`config.mk`:
```
export PLATFORM = sky130hd
export DESIGN_NAME = shift_add_multiplier
export DESIGN_NICKNAME = d
export VERILOG_FILES = /design/src/rtl/mult_pkg.sv /design/src/rtl/scalable_adder.sv /design/src/rtl/shift_add_multiplier.sv
export SDC_FILE = /design/constraint.sdc
export NUM_CORES = 1
export LEC_CHECK = 0
export ABC_AREA = 1
export ABC_CLOCK_PERIOD_IN_PS = 3600
export BUFFER_PORTS_ARGS = -buffer_cell sky130_fd_sc_hd__buf_2
export CAP_MARGIN = 10
export CORE_MARGIN = 2
export CORE_UTILIZATION = 50
export CTS_CLUSTER_DIAMETER = 60
export DETAILED_ROUTE_END_ITERATION = 8
export GPL_ROUTABILITY_DRIVEN = 0
export PLACE_DENSITY_LB_ADDON = 0.08
export SETUP_SLACK_MARGIN = 0.05
export SYNTH_ARGS = -nofsm -noshare
export SYNTH_HDL_FRONTEND = slang
export SYNTH_SLANG_ARGS = --single-unit
```
`constraint.sdc`:
```
create_clock -name clk -period 3.6 [get_ports clk]
set_input_delay 0.72 -clock clk [delete_from_list [all_inputs] [get_ports clk]]
set_output_delay 0.72 -clock clk [all_outputs]
set_load 0.005 [all_outputs]
```
`src/rtl/mult_pkg.sv`:
```
// Shared types and constants for the shift-and-add multiplier.
package mult_pkg;

  // Controller states: wait for a request, iterate, present the result.
  typedef enum logic [1:0] {
    IDLE = 2'd0,
    RUN  = 2'd1,
    DONE = 2'd2
  } state_t;

  // Bit value replicated across the product register on reset.
  localparam logic P_RESET_BIT = 1'b0;

endpackage

```
`src/rtl/scalable_adder.sv`:
```
// Unsigned adder: DATA_WIDTH-bit operands, DATA_WIDTH+1-bit sum (carry kept).
module scalable_adder #(
  parameter int DATA_WIDTH = 4
) (
  input  logic [DATA_WIDTH-1:0] A,
  input  logic [DATA_WIDTH-1:0] B,
  output logic [DATA_WIDTH:0]   S
);

  // Zero-extend both operands so the carry lands in the top bit.
  always_comb begin
    S = {1'b0, A} + {1'b0, B};
  end

endmodule

```
`src/rtl/shift_add_multiplier.sv`:
```
// Sequential unsigned multiplier: one partial-product add and right shift per
// clock, DATA_WIDTH iterations, start/busy/done handshake.
//
// Handshake: start is sampled only in IDLE; the edge that sees start=1 in IDLE
// captures A and B. busy is high for the DATA_WIDTH iteration cycles; done is a
// one-cycle pulse in which P already holds the new product. P keeps its value
// until the next completion. start seen in RUN or DONE is dropped.
module shift_add_multiplier
  import mult_pkg::*;
#(
  parameter int DATA_WIDTH = 4
) (
  input  logic                    clk,
  input  logic                    rst_n,
  input  logic                    start,
  input  logic [DATA_WIDTH-1:0]   A,
  input  logic [DATA_WIDTH-1:0]   B,
  output logic                    busy,
  output logic                    done,
  output logic [2*DATA_WIDTH-1:0] P
);

  localparam int N  = DATA_WIDTH;
  localparam int CW = $clog2(N) + 1;
  localparam logic [CW-1:0] LAST_CNT = CW'(N - 1);

  state_t         state;
  state_t         state_next;
  logic [N-1:0]   mcand;
  logic [N-1:0]   acc_hi;
  logic [N-1:0]   acc_lo;
  logic [CW-1:0]  cnt;
  logic [N-1:0]   addend;
  logic [N:0]     sum;
  logic           last_iter;

  // Add the multiplicand only when the current multiplier bit is set.
  always_comb begin
    addend = acc_lo[0] ? mcand : '0;
  end

  scalable_adder #(.DATA_WIDTH(DATA_WIDTH)) u_add (
    .A (acc_hi),
    .B (addend),
    .S (sum)
  );

  assign last_iter = (cnt == LAST_CNT);

  // Next-state logic for IDLE -> RUN -> DONE -> IDLE.
  always_comb begin
    state_next = state;
    case (state)
      IDLE:    if (start) state_next = RUN;
      RUN:     if (last_iter) state_next = DONE;
      DONE:    state_next = IDLE;
      default: state_next = IDLE;
    endcase
  end

  // State register, operand capture, shift-accumulate datapath and product load.
  always_ff @(posedge clk or negedge rst_n) begin
    if (!rst_n) begin
      state  <= IDLE;
      mcand  <= '0;
      acc_hi <= '0;
      acc_lo <= '0;
      cnt    <= '0;
      P      <= {(2*N){P_RESET_BIT}};
    end else begin
      state <= state_next;
      case (state)
        IDLE: begin
          if (start) begin
            mcand  <= A;
            acc_lo <= B;
            acc_hi <= '0;
            cnt    <= '0;
          end
        end
        RUN: begin
          // The adder carry becomes the new MSB of acc_hi, so nothing is lost.
          acc_hi <= sum[N:1];
          acc_lo <= {sum[0], acc_lo[N-1:1]};
          cnt    <= cnt + 1'b1;
          if (last_iter) begin
            P <= {sum, acc_lo[N-1:1]};
          end
        end
        default: ;
      endcase
    end
  end

  // Status flags decode straight from the state register.
  always_comb begin
    busy = (state == RUN);
    done = (state == DONE);
  end

endmodule

```
* After elaboration in Yosys (flattened, before gate mapping)
Index checks and enable logic that the tools add are counted.
Storage, ports and cells: register bits after elaboration 25, bits in latches 0, bits in writable memories 0, memory bits (read-only) 0, input bits 11, output and inout bits 10, logic and storage cells 29, memories kept 0
Cells by class: add/subtract/negate cells 2, multipliers 0, divide/modulo/power cells 0, magnitude comparators 0, eq/ne operators 5, shifts and indexed selects 0, muxes and demuxes 10, bitwise operators 0, reduce and logical (&&, ||, !) cells 6
Operator list (count):
- 4-bit one-hot mux with 2 select lines | 2
- 4-bit 2-to-1 mux | 3
- 2-bit AND reduction | 4
- 3-bit one-hot mux with 2 select lines | 1
- 4-bit by 4-bit adder with 5-bit output | 1
- 2-bit 2-to-1 mux | 2
- 2-bit one-hot mux with 2 select lines | 1
- 3-bit by 1-bit adder with 3-bit output (second input constant) | 1
- 3-bit by 2-bit equality test with 1-bit output (second input constant) | 1
- 3-bit 2-to-1 mux | 1
- 2-bit by 1-bit equality test with 1-bit output (second input constant) | 1
- 2-bit equality test (second input constant) | 1
- 2-bit logical NOT | 1
- 2-bit by 1-bit inequality test with 1-bit output (second input constant) | 1
- 2-bit inequality test (second input constant) | 1
- 2-bit nonzero test | 1

* Logic depth before layout (Yosys ltp)
Gate-level depths: netlist of the first run.
depth in word-level cells 3, depth in mapped cells 8, depth with buffers taken out 8

* Hierarchy
From an unflattened synthesis of the first run, not the netlist that was laid out.
Second synthesis, totals: cell total of the unflattened synthesis 153, area, all modules 1292.5 sq um
Modules (own cells, without submodules):
- shift_add_multiplier | times used 1, cells each 128, area an instance 1134.8 sq um, seq. area each 625.6 sq um
- scalable_adder | times used 1, cells each 25, area an instance 157.7 sq um, seq. area each 0.0 sq um

* Least setup slack after synthesis of the first run
No wires, ideal clock.
path kind flip-flop to flip-flop, start point reg acc_lo[0], end point reg acc_hi[3], setup time 0.116 ns, arrival time 1.414 ns, required time 3.484 ns, path slack 2.069 ns, stages on the path, launching flop included 9, buffers on the path 0, path through dfrtp_1 > nand2_1 > inv_1 > ha_1 > fa_1 > a21oi_1 > o21bai_1 > nand2_1 > nand2_1
Between the ends: longest elaborated chain between the ends 3
Ends and longest elaborated chain:
- start, declared | RTL line shift_add_multiplier.sv:31 | logic [N-1:0] acc_lo;
- start signal, assigned | RTL line shift_add_multiplier.sv:84 | acc_lo <= {sum[0], acc_lo[N-1:1]};
- 4-bit 2-to-1 mux | RTL line shift_add_multiplier.sv:39 | addend = acc_lo[0] ? mcand : '0;
- 4-bit by 4-bit adder with 5-bit output | RTL line scalable_adder.sv:12 | S = {1'b0, A} + {1'b0, B};
- 4-bit one-hot mux with 2 select lines | RTL line shift_add_multiplier.sv:72 | case (state)
- end signal, assigned | RTL line shift_add_multiplier.sv:83 | acc_hi <= sum[N:1];
- end, declared | RTL line shift_add_multiplier.sv:30 | logic [N-1:0] acc_hi;
No other way between the ends. A chain may end at the register's enable or synchronous reset.

* Final worst setup path of the first run
start point reg state[1], end point out busy
Between the ends: longest elaborated chain between the ends 1
Ends and longest elaborated chain:
- start, declared | RTL line shift_add_multiplier.sv:27 | state_t state;
- start signal, assigned | RTL line shift_add_multiplier.sv:71 | state <= state_next;
- 2-bit by 1-bit equality test with 1-bit output | RTL line shift_add_multiplier.sv:97 | busy = (state == RUN);
- end, declared | RTL line shift_add_multiplier.sv:18 | output logic busy,
No other way between the ends.

==> results of run 1 <==
-- cells by family (layout without fill, tap and decap cells) --
group           count (synthesis)  after routing  share of synthesized area
compound gates                 23             23                     0.1261
xor+xnor                        1              1                   0.007417
fa+ha+maj                       7              7                    0.08051
buf+inv                        18             40                    0.06461
flops                          25             25                     0.5297
simple gates                   56             56                     0.1917
-- layout by cell type (no fill, tap or decap), types with 3 or more instances in the layout --
cell type	instances
o21ai_2	6
clkbuf_4	3
nand3_1	9
dfrtp_1	25
o21ai_0	11
buf_2	20
nand2_1	43
ha_1	6
inv_1	15
-- state kept, by name, summed over array words and instances, names as in the netlist --
register / count
P: 8
acc_hi: 4
acc_lo: 4
mcand: 4
cnt: 3
state: 2
-- stage by stage --
step	worst slack, ps	cell area [sq um]	utilization	hold WS, ps
final	1585	1326	0.5938	381.0
after floorplan	2069	1181	-	424.4
after global placement	1934	1300	0.5821	457.2
after CTS	1565	1326	0.5938	387.0
after detailed placement	1916	1300	0.5821	462.1
after global routing	1484	1326	0.5938	412.7
-- path summary, 6_finish.rpt --
check	startpoint	endpoint	slack [ps]	cells after the start
min	rst_n	P[1]	380	1
max reg2reg	acc_lo[0]	P[7]	1920	8
min in group clk	P[6]	P[6]	490	2
max	state[1]	busy	1590	4
max in group asynchronous	rst_n	mcand[3]	2860	1
min reg2reg	P[6]	P[6]	490	2
-- final cells by class --
type / count / area (sq um)
Clock buffer: 4 / 26.28
Fill cell: 213 / 907.1
Timing Repair Buffer: 20 / 100.1
Sequential cell: 25 / 625.6
Multi-Input combinational cell: 87 / 479.2
Inverter: 16 / 60.06
Tap cell: 28 / 35.03
-- report_power, final --
| group | internal [mW] | switching, mW | leakage, nW |
|---|---|---|---|
| Sequential | 0.397 | 0.0639 | 0.321 |
| Combinational | 0.175 | 0.280 | 0.408 |
| Clock | 0.0432 | 0.0767 | 0.0150 |
| Total | 0.615 | 0.420 | 0.744 |
-- layer usage --
metal / vias to the layer above / wire, um / part of all wire
met5: - / 0 / 0
met4: 0 / 16 / 0.0077
met3: 2 / 86 / 0.042
met2: 18 / 977 / 0.47
met1: 415 / 989 / 0.48
li1: 459 / - / -
==> impl_metrics.toml, run 1 <==
[timing]
clock_skew_ps = 1.361
finalHoldViolations = 0
slew_violations = 0
fin_crit_sh = 0.5597
period_minus_slack_ps = 2015
worstMarginPinSlew_ps = 553.3
finalSetupViolations = 0
clock.fmax_mhz = 496.3
rsz0062_at_grt = "false"
tns_ps = 0
slew_headroom = 0.6311

[critical_path]
crit_family = "buffers and inverters"
critPathSlowestCell = "dfrtp_1"
critPathKind = "flip-flop to output port"
startpoint_type = "flip-flop"
crit_buf_inv = 3
crit_fanout = 12
end_kind = "output port"
cp.arrival_ps = 1290
slowest_delay_ps = 400
cp_cell_sequence = "inv_1 > nand2_2 > inv_2 > buf_2"
cp.required_ps = 2880

[global_route]
grt_pass1_vias = 876
track_usage = 0.1841
grt_max_degree = 26
grt_pass1_wl_mm = 3.608
grt.overflow.total = 0
top_usage_layer = "met2"
antenna_found_initial = 0
grt_util_met2 = 0.3188
grtUsageMet3 = 0.02571
grt_util_met1 = 0.2222

[run]
cap_violations = 0

[floorplan]
initial_utilization = 0.5289
die_y_um = 52.61
rows = 17
boundaryPins = 21
dieArea_sq_um = 2767
die_x_um = 52.61
coreArea_sq_um = 2233

[logic_synthesis]
ys_top_cells_by_count = "nand2_1 (43), dfrtp_1 (25), inv_1 (15)"
synth-edff-count = 0
synth.area.top_cells = "dfrtp_1 (53%), nand2_1 (14%), ha_1 (6.4%)"
synth.cell_area_sq_um = 1181
synth.avg_cell_area_sq_um = 9.086
ys_ff_latch = 25
synth_flop_cell = "dfrtp_1"
synth_most_common_cell = "nand2_1"
ys_async_sr_fraction = 1.000
seq_area_frac_synth = 0.5297
yosys_warnings = 0
synth_top_cell_by_area = "dfrtp_1"
synth.top_cell.area_share = 0.5297
netlist_instances = 130
ys_types = 19
syn-num-nets = 148

[route]
wl_per_cell_um = 11.49
first_pass_iters = 4
ant_nets = 0
num_vias = 894
drt_iter0_markers = 16
routed_wl_mm = 2.069
post-route-drc-count = 0
vias_per_cell = 4.967

[final_layout]
final-instance-count-excl-fill = 180
diodes = 0
drive_gt1_frac = 0.2171
nets = 171
area_growth_pct = 12.29

[placed_design]
placedCellCount = 176
hpwl_mm = 1.551
numPortBuffers = 20

[clock_tree]
htree_levels = 1
cts_tree = "built"
cts_made_buffers = 3
cts_hold_buf = 0
cts_resized = 0
path_clk_slew_ps = 130
post_cts_buffers = 0
clock-sinks = 25
cts-root-buf = "clkbuf_4"
cts_buffer_depth = 2
clock_latency_ps = 300

[power]
leakage_nw = 0.7435
ir_drop_mv = 0.4661
p_per_area_nw_per_um2 = 780.9
p_total_mw = 1.036

[min_path]
hp-class = "input port to asynchronous set/reset pin"

[status]
status = "finished, final reports clean"
Note: power is estimated with default switching activity, not from simulation.
==> run 2: changes to the inputs <==
Settings changed: ABC_CLOCK_PERIOD_IN_PS 3600 to 1700, CORE_UTILIZATION 50 to 48.
Clock period 3.6 ns to 1.7 ns, I/O delays scaled along.
==> run 2 against run 1 <==
  * Register-to-register slack worse by 1800 ps
  * Critical endpoint is now acc_hi[3]
  * Wire length is 1.8% higher
  * The flow now finishes with violations (negative hold slack)
  * Clock skew hardly changed
  * Clock power is 110% higher
  * Core utilization is 0.32 points higher
  * Combinational power is 130% higher
  * Global-route usage is 0.38 points higher
  * Hold slack worse by 380 ps
  * Flip-flop and latch count stayed put
  * Non-clock buffer count is 4 higher
==> impl_metrics.toml, run 2 (synthesis results as in run 1) <==
[status]
status = "finished, violations left"
violations = "negative hold slack"

[floorplan]
die_y_um = 53.61
boundaryPins = 21
dieArea_sq_um = 2874
initial_utilization = 0.5190
coreArea_sq_um = 2276
die_x_um = 53.61
rows = 17

[final_layout]
top_register = "P"
drive_gt1_frac = 0.2436
utilization = 0.5970
diodes = 0
final_common_cell = "nand2_1"
area_growth_pct = 15.04
nets = 175
final-instance-count-excl-fill = 184
largest_register_ff_count = 8
register_area_sq_um = 625.6
multi_input_area_sq_um = 481.7
final_cell_mix = "nand2_1 (43), dfrtp_1 (25), buf_2 (20)"
final.fill_count = 207

[timing]
timing.final.ws_setup_ps = 164.9
clock.fmax_mhz = 651.4
fin_hold_ws_ps = -3.304
rsz0062_at_grt = "true"
finalHoldViolations = 9
fin_crit_sh = 0.9030
clock_skew_ps = 1.428
period_minus_slack_ps = 1535
tns_ps = 0
slew_violations = 0
finalSetupViolations = 0
worstMarginPinSlew_ps = 547.2
slew_headroom = 0.6352

[critical_path]
cp.required_ps = 1920
cp-startpoint = "acc_lo[0]"
r2r-start = "acc_lo[0]"
startpoint_type = "flip-flop"
critPathKind = "flip-flop to flip-flop"
crit_fanout = 3
cp.arrival_ps = 1750
end_kind = "flip-flop"

[route]
routed_wl_mm = 2.107
first_pass_iters = 4
wl_per_cell_um = 11.45
drt_iter0_markers = 10
vias_per_cell = 4.940
post-route-drc-count = 0
num_vias = 909
ant_nets = 0

[clock_tree]
clock_latency_ps = 310
path_clk_slew_ps = 130
cts_buffer_depth = 2
clock-sinks = 25
cts_tree = "built"
cts-root-buf = "clkbuf_4"
cts_made_buffers = 3
htree_levels = 1

[min_path]
hp-class = "input port to asynchronous set/reset pin"

[global_route]
track_usage = 0.1879
grt_pass1_vias = 888
grt_max_degree = 26
grt.overflow.total = 0
antenna_found_initial = 0
grt_pass1_wl_mm = 3.850

[placed_design]
numPortBuffers = 20
placedCellCount = 179
hpwl_mm = 1.587
dp_slack_ps = 77.56

[power]
ir_drop_mv = 1.012
leakage_nw = 0.7607
p_per_area_nw_per_um2 = 1667
p_total_mw = 2.265

[run]
cap_violations = 0
[run 2: metal layers]
| layer | GRT usage | wire, um |
|---|---|---|
| met1 | 0.2599 | 1050 |
| met3 | 0.02500 | 83 |
| met2 | 0.2984 | 947 |
| met5 | 0 | 0 |
| met4 | 0.07692 | 26 |
[run 2: power by group]
part           internal (mW)  switching, mW  total (mW)
sequential             0.840          0.128       0.968
clock                 0.0915          0.167       0.258
combinational          0.426          0.613        1.04
[run 2: cell type report]
class,count,area share
Clock buffer,4,0.01934
Tap cell,28,0.02578
Multi-Input combinational cell,87,0.3545
Inverter,16,0.04420
Timing Repair Buffer,24,0.09576
Sequential cell,25,0.4604
[run 2: worst paths after layout]
check	endpoint	slack, ps	depth (start not counted)
min in group clk	mcand[3]	260	3
max in group asynchronous	acc_lo[3]	1350	1
worst max-delay path	acc_hi[3]	160	8
worst min-delay path	P[2]	-3	1
worst min register to register	mcand[0]	490	2
worst max register to register	acc_hi[3]	160	8
[run 2: repair_timing]
action	in CTS	in global routing
endpoints found under the setup margin	0	5
setup buffers	0	1
hold buffers	0	0
gates resized for setup	0	1
[run 2: critical path, stage by stage (launching register included)]
cell	delay (ps)
dfrtp_1	420
nand2_1	60
inv_1	40
ha_1	200
fa_2	380
a21oi_1	150
o21bai_1	90
nand2_1	60
nand2_1	40
[run 2: per-stage QoR]
stage / hold WS (ps) / cell area [sq um]
floorplan: 44.41 / 1181
CTS: 8.524 / 1349
global route: 32.43 / 1359
global placement: 352.6 / 1323
finish: -3.304 / 1359
detailed placement: 358.5 / 1323
==> run 3: changes to the inputs <==
Settings changed: CORE_UTILIZATION 48 to 25.
==> run 3 against run 2 <==
  * The flow now finishes without violations
  * Combinational power is 4% higher
  * Clock power grew 40%
  * Critical path depth fell by 3
  * Flip-flop and latch count unchanged
  * Largest cell class unchanged
  * Largest power group unchanged
==> impl_metrics.toml, run 3 (synthesis results as in run 1) <==
[critical_path]
startpoint_type = "flip-flop"
critPathKind = "flip-flop to output port"
cp.required_ps = 1360
crit_fanout = 6
cp.arrival_ps = 1210
r2r_end = "acc_hi[0]"
end_kind = "output port"
r2r-start = "mcand[0]"
slowest_delay_ps = 400
rr_worst_depth = 6
worstSetupPathDepth = 5
crit_buf_inv = 4
crit_family = "buffers and inverters"
cp_cell_sequence = "inv_1 > nand2_2 > inv_2 > buf_4 > buf_2"
critPathSlowestCell = "dfrtp_1"
rrSetupSlack_ps = 170

[power]
ir_drop_mv = 0.4369
leakage_nw = 0.7756
p_per_area_nw_per_um2 = 1704
p_total_mw = 2.411

[status]
status = "finished, final reports clean"

[route]
wl_met2_mm = 1.190
routed_wl_mm = 2.501
num_vias = 909
ant_nets = 0
post-route-drc-count = 0
drt_iter0_markers = 50
top_layer = "met4"
m1WireLength_mm = 1.207
first_pass_iters = 4
vias_per_cell = 4.329
wl_met3_um = 77
wl_per_cell_um = 11.91

[floorplan]
die_x_um = 72.74
coreArea_sq_um = 4629
die_y_um = 72.74
dieArea_sq_um = 5290
rows = 25
boundaryPins = 21
initial_utilization = 0.2551

[timing]
fin_crit_sh = 0.9089
finalSetupViolations = 0
slew_violations = 0
slew_headroom = 0.6147
worstMarginPinSlew_ps = 577.9
tns_ps = 0
clock.fmax_mhz = 647.2
rsz0062_at_grt = "true"
finalHoldViolations = 0
clock_skew_ps = 5.980
timing.final.ws_setup_ps = 154.9
period_minus_slack_ps = 1545

[clock_tree]
path_clk_slew_ps = 90
cts_made_buffers = 3
clock_latency_ps = 270
cts-root-buf = "clkbuf_8"
cts_buffer_depth = 2
post_cts_buffers = 0
htree_levels = 1
clock-sinks = 25
cts_tree = "built"

[final_layout]
utilization = 0.3057
largest_register_ff_count = 8
nets = 175
final_cell_mix = "nand2_1 (43), dfrtp_1 (25), buf_2 (20)"
top_register = "P"
diodes = 0
area_growth_pct = 19.81
final_common_cell = "nand2_1"
drive_gt1_frac = 0.2436

[global_route]
track_usage = 0.1103
grt.overflow.total = 0
grt_max_degree = 26
grt_pass1_wl_mm = 4.457
antenna_found_initial = 0
grt_pass1_vias = 965

[placed_design]
numPortBuffers = 20
dp_slack_ps = 123.8
hpwl_mm = 1.846

[min_path]
hp-class = "input port to asynchronous set/reset pin"

[run]
cap_violations = 0
[run 3: metal layers]
| metal | track usage | vias up |
|---|---|---|
| met3 | 0.03315 | 2 |
| met5 | 0 | - |
| met2 | 0.1798 | 12 |
| met1 | 0.1394 | 430 |
| li1 | - | 465 |
| met4 | 0.03704 | 0 |
[run 3: through the flow]
step           hold slack (ps)  cells  area (sq um)
2_1_floorplan            44.41    130          1181
3_3_place_gp             375.8    206          1363
6_report                 54.16    210          1415
3_5_place_dp             378.4    206          1363
4_1_cts                  73.56    210          1408
5_1_grt                  94.79    210          1415
[run 3: worst reg2reg max path, stage by stage (launching register included)]
cell and delay, ps:
dfrtp_1 390, nand2_1 70, inv_1 40, ha_1 200, fa_2 530, inv_1 60
o21ai_0 160
[run 3: where the power goes]
group / internal, mW / switching (mW) / total (mW) / leakage (nW)
Combinational: 0.441 / 0.638 / 1.08 / 0.432
Clock: 0.168 / 0.194 / 0.361 / 0.0228
Sequential: 0.842 / 0.129 / 0.971 / 0.321
Total: 1.45 / 0.961 / 2.41 / 0.776
[run 3: area by class of cell]
| type | instances | area (sq um) |
|---|---|---|
| fill | 519 | 3214 |
| sequential | 25 | 625.6 |
| tap | 54 | 67.56 |
| timing repair buffer | 24 | 130.1 |
| clock buffer | 4 | 45.04 |
| inverter | 16 | 60.06 |
| multi-input combinational | 87 | 486.7 |
[run 3: repair_timing]
item,CTS,global route
hold buffers,0,0
endpoints found under the setup margin,0,4
gates resized for setup,0,2
hold endpoints to repair,0,0
[run 3: worst max-delay path by stage]
| stage | start | end | slack, ps |
|---|---|---|---|
| after floorplan | acc_lo[0] | acc_hi[3] | 170 |
| after global placement | mcand[0] | P[7] | 140 |
| after detailed placement | mcand[0] | P[7] | 120 |
| after CTS | mcand[0] | P[5] | 70 |
| after global routing | mcand[0] | acc_hi[0] | 40 |
| final | state[1] | busy | 150 |
